<file path="src/rtl/fp_add_scheduler.sv">
`default_nettype none
// ============================================================================
// Module      : fp_add_scheduler
// Description : Round-robin sharing of one pipelined FP adder among N
//               requesters; a tag pipeline routes each sum back to its issuer.
// Revision    : 1.0  initial release
// ============================================================================
module fp_add_scheduler #(
    parameter int N       = 4,
    parameter int DATA_W  = 32,
    parameter int ADD_LAT = 12
) (
    input  logic                           clock,
    input  logic                           reset,
    input  logic [N-1:0]                   req,
    input  logic [N*DATA_W-1:0]            req_a,
    input  logic [N*DATA_W-1:0]            req_b,
    output logic [N-1:0]                   grant,
    output logic [DATA_W-1:0]              add_a,
    output logic [DATA_W-1:0]              add_b,
    output logic                           add_valid,
    input  logic [DATA_W-1:0]              add_result,
    output logic [N-1:0]                   rsp_valid,
    output logic [DATA_W-1:0]              rsp_data,
    output logic [$clog2(ADD_LAT+2)-1:0]   inflight
);

    localparam int c_PTR_W = (N > 1) ? $clog2(N) : 1;
    localparam int c_CNT_W = $clog2(ADD_LAT + 2);

    logic [c_PTR_W-1:0] r_ptr;
    logic [N-1:0]       r_issue_tag;
    logic [ADD_LAT-1:0] r_vld_pipe;
    logic [N-1:0]       r_tag_pipe [ADD_LAT];
    logic [c_CNT_W-1:0] r_inflight;

    logic [N-1:0]       w_grant;
    logic               w_found;
    logic [c_PTR_W-1:0] w_win;
    logic [c_PTR_W-1:0] w_next_ptr;
    logic [DATA_W-1:0]  w_sel_a;
    logic [DATA_W-1:0]  w_sel_b;

    // Scan requesters starting at the pointer; the first asserted one wins.
    always_comb begin
        int idx;
        idx     = 0;
        w_grant = '0;
        w_found = 1'b0;
        w_win   = '0;
        w_sel_a = '0;
        w_sel_b = '0;
        for (int k = 0; k < N; k++) begin
            idx = int'(r_ptr) + k;
            if (idx >= N) begin
                idx = idx - N;
            end
            if (!w_found && req[idx]) begin
                w_found      = 1'b1;
                w_grant[idx] = 1'b1;
                w_win        = c_PTR_W'(idx);
                w_sel_a      = req_a[idx*DATA_W +: DATA_W];
                w_sel_b      = req_b[idx*DATA_W +: DATA_W];
            end
        end
    end

    assign w_next_ptr = (w_win == c_PTR_W'(N - 1)) ? '0 : w_win + c_PTR_W'(1);
    assign grant      = w_grant;

    always_ff @(posedge clock) begin
        if (reset) begin
            r_ptr       <= '0;
            add_valid   <= 1'b0;
            add_a       <= '0;
            add_b       <= '0;
            r_issue_tag <= '0;
        end else begin
            add_valid   <= w_found;
            r_issue_tag <= w_grant;
            if (w_found) begin
                r_ptr <= w_next_ptr;
                add_a <= w_sel_a;
                add_b <= w_sel_b;
            end
        end
    end

    // Tag pipeline mirrors the adder latency so the tag exits with its sum.
    always_ff @(posedge clock) begin
        if (reset) begin
            r_vld_pipe <= '0;
            for (int i = 0; i < ADD_LAT; i++) begin
                r_tag_pipe[i] <= '0;
            end
        end else begin
            r_vld_pipe    <= {r_vld_pipe[ADD_LAT-2:0], add_valid};
            r_tag_pipe[0] <= r_issue_tag;
            for (int i = 1; i < ADD_LAT; i++) begin
                r_tag_pipe[i] <= r_tag_pipe[i-1];
            end
        end
    end

    assign rsp_valid = r_vld_pipe[ADD_LAT-1] ? r_tag_pipe[ADD_LAT-1] : '0;
    assign rsp_data  = add_result;

    always_ff @(posedge clock) begin
        if (reset) begin
            r_inflight <= '0;
        end else begin
            case ({add_valid, |rsp_valid})
                2'b10:   r_inflight <= r_inflight + c_CNT_W'(1);
                2'b01:   r_inflight <= r_inflight - c_CNT_W'(1);
                default: r_inflight <= r_inflight;
            endcase
        end
    end

    assign inflight = r_inflight;

endmodule
`default_nettype wire

</file>
<file path="config.mk">
export PLATFORM = sky130hd
export DESIGN_NAME = fp_add_scheduler
export DESIGN_NICKNAME = d
export VERILOG_FILES = /design/src/rtl/fp_add_scheduler.sv
export SDC_FILE = /design/constraint.sdc
export NUM_CORES = 1
export LEC_CHECK = 0
export ABC_CLOCK_PERIOD_IN_PS = 5200
export BUFFER_PORTS_ARGS = -buffer_cell sky130_fd_sc_hd__buf_2
export CAP_MARGIN = 5
export CORE_ASPECT_RATIO = 1.75
export CORE_MARGIN = 4
export CORE_UTILIZATION = 50
export CTS_CLUSTER_DIAMETER = 150
export CTS_CLUSTER_SIZE = 14
export DETAILED_ROUTE_END_ITERATION = 16
export HOLD_SLACK_MARGIN = 0.08
export PLACE_DENSITY_LB_ADDON = 0.12
export REMOVE_ABC_BUFFERS = 1
export SETUP_SLACK_MARGIN = 0.15
export SLEW_MARGIN = 20
export SYNTH_ARGS = -nofsm -noshare
export SYNTH_HDL_FRONTEND = slang
export SYNTH_SLANG_ARGS = --single-unit
export TNS_END_PERCENT = 30
</file>
<file path="constraint.sdc">
create_clock -name clock -period 5.2 [get_ports clock]
set_input_delay 0.52 -clock clock [delete_from_list [all_inputs] [get_ports clock]]
set_output_delay 0.52 -clock clock [all_outputs]
set_load 0.03 [all_outputs]
</file>
==> results of run 1 <==
cells in the final DEF, fill, tap and decap left out, drive strengths merged, types with 54 or more instances in the layout:
cell type / instances
mux4: 119
nor2b: 70
a21oi: 76
mux2: 63
a22oi: 54
mux2i: 87
buf: 361
dfxtp: 135
o211ai: 57
nor2: 72
nand2: 110
critical path, delay by kind of cell, from the launching register on:
kind                     cells  cell delay, ns
AO/OA/AOI/OAI                3            0.50
adder cells (fa/ha/maj)      1            0.61
buffers and inverters        4            0.89
flip-flops                   1            0.66
multiplexers                 1            0.59
AND/OR/NAND/NOR              1            0.30
per-layer routing:
metal | up-vias | global-route usage | share of wire | wire length, um
li1 | 5334 | - | - | -
met3 | 89 | 0.0819 | 0.086 | 3620
met2 | 605 | 0.508 | 0.51 | 21400
met1 | 5793 | 0.365 | 0.38 | 15900
met4 | 12 | 0.129 | 0.028 | 1200
met5 | - | 0.0129 | 0.0023 | 99
cell type report:
type,instances,area [um2]
diodes,11,27.5
clock inverters,15,209
clock buffers,17,425
inverters,7,26.3
fillers,2174,9330
well taps,304,380
flip-flops and latches,135,2710
multi-input cells,940,8530
repair buffers,361,1880
state kept, by name, indices dropped and copies added (netlist names):
name,flops
r_vld_pipe,12
add_valid,1
add_b,32
r_tag_pipe,48
r_issue_tag,4
add_a,32
inflight,4
r_ptr,2
cell families after synthesis:
| family | Yosys count |
|---|---|
| and+or+nand+nor | 296 |
| AOI/OAI and AO/OA | 359 |
| xor gates and xnor gates | 4 |
| adders and majority gates | 12 |
| muxes | 269 |
| buffers and inverters | 172 |
| DFF | 135 |
stage by stage:
step                area (um2)  hold WS, ns  std cells  worst slack (ns)
floorplan                11200        0.414       1082            -12.10
global placement         13500        0.418       1747              1.20
detailed placement       13500        0.426       1747              1.14
CTS                      14200        0.438       1779             0.709
global route             14200        0.452       1786             0.481
finish                   14200        0.434       1790             0.705
power by group through the flow:
stage / registers, uW / logic, uW / clock network, uW
final: 1470 / 4600 / 1300
after global routing: 1500 / 4960 / 1360
after CTS: 1470 / 4610 / 1320
after detailed placement: 1490 / 4600 / 0
after global placement: 1480 / 4530 / 0
after floorplan: 2050 / 3490 / 0
final timing paths:
path                                  end  slack, ns
max                              grant[0]       0.70
min          r_tag_pipe[0][21]$_SDFF_PP0_       0.43
max reg2reg        add_a[26]$_SDFFE_PP0P_       1.14
min reg2reg  r_tag_pipe[0][21]$_SDFF_PP0_       0.43
==> metrics, run 1 <==
setup tns final=0 ns; ys async rst share=0; FMAX=0.222 GHz; Switching Power=3350 uW; first-pass GRT wire length=64.7 mm; CTS root buffer=clkbuf_16; #FFs+latches synth=135; Overflow after GRT=0; Power Total=7370 uW; status=finished clean; Post-Syn Area=12000 um2; P_leak=0.00563 uW; worst hold start=r_tag_pipe[0][17]$_SDFF_PP0_; vias in the first global route=11957; Pins Over Slew Limit=0; EDFF count, synth=0; largest net degree at the start of global routing=82; buffers inserted by post-CTS timing repair=0; total iterations of the first detailed-routing run=8; initial core utilization=0.512; mux cell area share after synthesis=0.354; internal power=4020 uW; CP max stage cell=dfxtp_4; Crit. End Element=output port; synth cell count leaders=dfxtp_1 (135), mux4_2 (119), nand2_1 (109); Main synth FF type=dfxtp_1; most frequent CP cell=buf_4; Crit path arrival time=3.98 ns; Die Area=26700 um2; Crit path required time=4.68 ns; slew at the pin with the worst max-slew slack=1.01 ns; starting DRC count in detailed routing=887; overall routing resource usage=0.302; Core ar.=23500 um2; Final setup violation count=0; Seq/Total Area, Yosys=0.225; period utilization=0.865; Worst Hold Class=register to register; chip width=125 um; Critical Path Start=r_ptr[1]$_SDFFE_PP0P_; clock buffer depth=2; Nets=1768; Comb power frac=0.624; most common cell in the netlist=dfxtp_1; vias per cell=6.61; cts hold-fix bufs=0; Synth Area in XOR/XNOR=0.00291; sequential share of power=0.200; GPL Wtd Cong=0.852; Crit Path Class=register to output port; initial antenna violation count=13; maximum vdd drop=0.344 mV; hpwl dp=29.6 mm; Gate Count Post-Synth=1247; Syn Area/Cell=9.65 um2; IO buf count=338; utilization after layout=0.603; final wirelength=42.1 mm; Chip Height=213 um; synth top area cells=dfxtp_1 (22%), mux4_2 (22%), mux2i_1 (7.2%); clk_skew=0.0144 ns; clock group share of total power=0.176; I/O Pins=403; CTS tree=built; post-synth top area cell=dfxtp_1; ratio of cells with drive above 1 in the final layout=0.401; final hold viol count=0; largest family of logic cells by synthesized area=multiplexers; synth warn=0; Yosys cell types=59; crit-path cells=clkinv_1 > buf_4 > ha_4 > mux4_2 > buf_4 > nor2_1 > a22oi_1 > o22ai_1 > a221o_1 > buf_2; adder-cell area share of the yosys netlist=0.0131; post-synthesis compound-gate area fraction=0.218; hold depth=1; post-layout minimum cycle time=4.50 ns; Pwr Density=519 nW/um2; CTS sink cnt=135; simple-gate portion of the synthesized area=0.117; via count=11833; Row Count=74; Synth top area share=0.225; R2R cell count=10; worst r2r src=r_ptr[1]$_SDFFE_PP0P_; wire length per cell=23.5 um; worst skew pair latency=0.44 ns; RSZ-0062 raised after global routing=no; CP max FO=48; DRC=0; Reg clk slew, reported paths=0.06 ns; startpoint class of the critical path=register; CTS Buf Count=17; Max transition margin=0.324; P&R area growth vs syn=17.9%; DRT antenna net count=0; CTS resizes=0; CP peak stage delay=0.66 ns; Max-Cap Viols=0; H-tree depth=4; switch share=0.454
Note: power is estimated with default switching activity, not from simulation.
==> run 2, diff against run 1 <==
--- a/config.mk
+++ b/config.mk
@@ -8,9 +8,11 @@
 export ABC_CLOCK_PERIOD_IN_PS = 5200
 export BUFFER_PORTS_ARGS = -buffer_cell sky130_fd_sc_hd__buf_2
 export CAP_MARGIN = 5
+export CELL_PAD_IN_SITES_DETAIL_PLACEMENT = 1
+export CELL_PAD_IN_SITES_GLOBAL_PLACEMENT = 1
 export CORE_ASPECT_RATIO = 1.75
 export CORE_MARGIN = 4
-export CORE_UTILIZATION = 50
+export CORE_UTILIZATION = 39
 export CTS_CLUSTER_DIAMETER = 150
 export CTS_CLUSTER_SIZE = 14
 export DETAILED_ROUTE_END_ITERATION = 16
==> run 2 against run 1 <==
Net effect: final area increased by 0.77%; hold slack improved by 0.0037 ns; utilization decreased by 13 points; die area increased by 27%; non-clock buffer count increased by 3; final cell count increased by 4.6%; clock skew decreased by 0.0093 ns; critical endpoint unchanged.
==> metrics, run 2 (synthesis results as in run 1) <==
status=finished clean; CTS resizes=0; Crit Path Class=register to output port; Die Area=33800 um2; Nets=1771; Pins Over Slew Limit=0; Bufs and invs on worst path=3; buffers inserted by post-CTS timing repair=0; final wirelength=46.9 mm; CP max stage cell=dfxtp_4; period utilization=0.821; GPL Wtd Cong=0.791; largest registers=r_tag_pipe x48, add_a x32, add_b x32; hold depth=1; Max transition margin=0.322; CP top delay family=buffers and inverters; CP max FO=48; CTS tree=built; Largest register FFs=48; clock buffer depth=2; chip width=141 um; clk_skew=0.00503 ns; crit-path cells=clkinv_1 > ha_4 > buf_4 > and3b_1 > o21ai_0 > o211ai_1 > a221o_1 > buf_2; CTS Buf Count=17; via count=11871; Final setup violation count=0; IO buf count=338; worst reg2reg setup slack=1.18 ns; total iterations of the first detailed-routing run=5; H-tree depth=4; RSZ-0062 raised after global routing=no; P&R area growth vs syn=18.8%; CTS root buffer=clkbuf_16; FILL cells=3553; reg2reg end=add_a[26]$_SDFFE_PP0P_; maximum vdd drop=0.401 mV; initial antenna violation count=11; worst skew pair latency=0.45 ns; Crit path required time=4.68 ns; startpoint class of the critical path=register; largest net degree at the start of global routing=179; vias per cell=6.34; Worst Hold Class=register to register; Overflow after GRT=0; initial core utilization=0.398; Reg clk slew, reported paths=0.06 ns; utilization after layout=0.472; first-pass GRT wire length=70.3 mm; sink of the worst hold path=r_tag_pipe[0][16]$_SDFF_PP0_; post-layout minimum cycle time=4.27 ns; slew at the pin with the worst max-slew slack=1.02 ns; cts hold-fix bufs=0; I/O Pins=403; Crit. End Element=output port; final hold viol count=0; most frequent cells in the layout=buf_2 (337), dfxtp_1 (133), mux4_2 (119); FMAX=0.234 GHz; Pwr Density=521 nW/um2; leading cell type in the layout, fill and taps excluded=buf_2; P_leak=0.00565 uW; Core ar.=30300 um2; overall routing resource usage=0.267; starting DRC count in detailed routing=645; ratio of cells with drive above 1 in the final layout=0.402; R2R cell count=8; hpwl dp=33.1 mm; vias in the first global route=12460; Power Total=7450 uW; worst hold start=r_tag_pipe[0][12]$_SDFF_PP0_; wire length per cell=25.1 um; DRC=0; Row Count=84; Max-Cap Viols=0; CP peak stage delay=0.69 ns; Crit path arrival time=3.75 ns; Chip Height=240 um; CTS sink cnt=135; worst r2r src=r_ptr[1]$_SDFFE_PP0P_; Top reg by flops=r_tag_pipe; DRT antenna net count=0
==> run 2: changes by cell type in the layout (fill, tap and decap cells not counted), moves of 2 or more <==
| cell | delta |
|---|---|
| buf_4 | +2 |
| inv_6 | +3 |
| diode_2 | -4 |
| clkinv_8 | -4 |
==> run 2: how the worst max path moves through the flow <==
| stage | cells after the start | slack, ns | start | end |
|---|---|---|---|---|
| final | 8 | 0.93 | r_ptr[1]$_SDFFE_PP0P_ | grant[0] |
| after global routing | 8 | 0.70 | r_ptr[1]$_SDFFE_PP0P_ | grant[0] |
| after CTS | 8 | 0.87 | r_ptr[1]$_SDFFE_PP0P_ | grant[0] |
| after detailed placement | 8 | 1.16 | r_ptr[1]$_SDFFE_PP0P_ | add_a[25]$_SDFFE_PP0P_ |
| after global placement | 8 | 1.24 | r_ptr[1]$_SDFFE_PP0P_ | add_b[7]$_SDFFE_PP0P_ |
| after floorplan | 8 | -12.10 | r_ptr[0]$_SDFFE_PP0P_ | add_a[13]$_SDFFE_PP0P_ |
==> run 2: cell type report <==
| class | count | area (um2) | share of cell area |
|---|---|---|---|
| multi-input cells | 940 | 8540 | 0.597 |
| flip-flops and latches | 135 | 2710 | 0.190 |
| repair buffers | 364 | 1920 | 0.134 |
| well taps | 387 | 484 | 0.0339 |
| clock buffers | 19 | 443 | 0.0310 |
| clock inverters | 13 | 160 | 0.0112 |
| inverters | 7 | 26.3 | 0.00184 |
| diodes | 7 | 17.5 | 0.00122 |
==> run 2: per-stage QoR <==
step | setup WS [ns] | hold WS [ns] | cell area, um2 | TNS [ns] | std cells
after CTS | 0.872 | 0.440 | 14300 | 0 | 1864
after detailed placement | 1.16 | 0.425 | 13700 | 0 | 1832
after floorplan | -12.10 | 0.414 | 11200 | -848.60 | 1082
final | 0.931 | 0.438 | 14300 | 0 | 1872
after global placement | 1.24 | 0.418 | 13600 | 0 | 1832
after global routing | 0.697 | 0.451 | 14300 | 0 | 1869
==> run 2: per-layer routing <==
layer | track usage | share of wire | wire length, um | vias to the layer above
li1 | - | - | - | 5325
met1 | 0.301 | 0.39 | 18200 | 6046
met2 | 0.480 | 0.52 | 24400 | 416
met3 | 0.0693 | 0.063 | 2960 | 70
met4 | 0.0979 | 0.025 | 1170 | 14
met5 | 0.0175 | 0.0028 | 132 | -
==> run 2: where the power goes <==
| part | leakage [uW] | switching (uW) | internal [uW] |
|---|---|---|---|
| Combinational | 0.00424 | 2680 | 2030 |
| Sequential | 0.00111 | 190 | 1270 |
| Clock | 0.000294 | 547 | 736 |
| Total | 0.00565 | 3420 | 4040 |
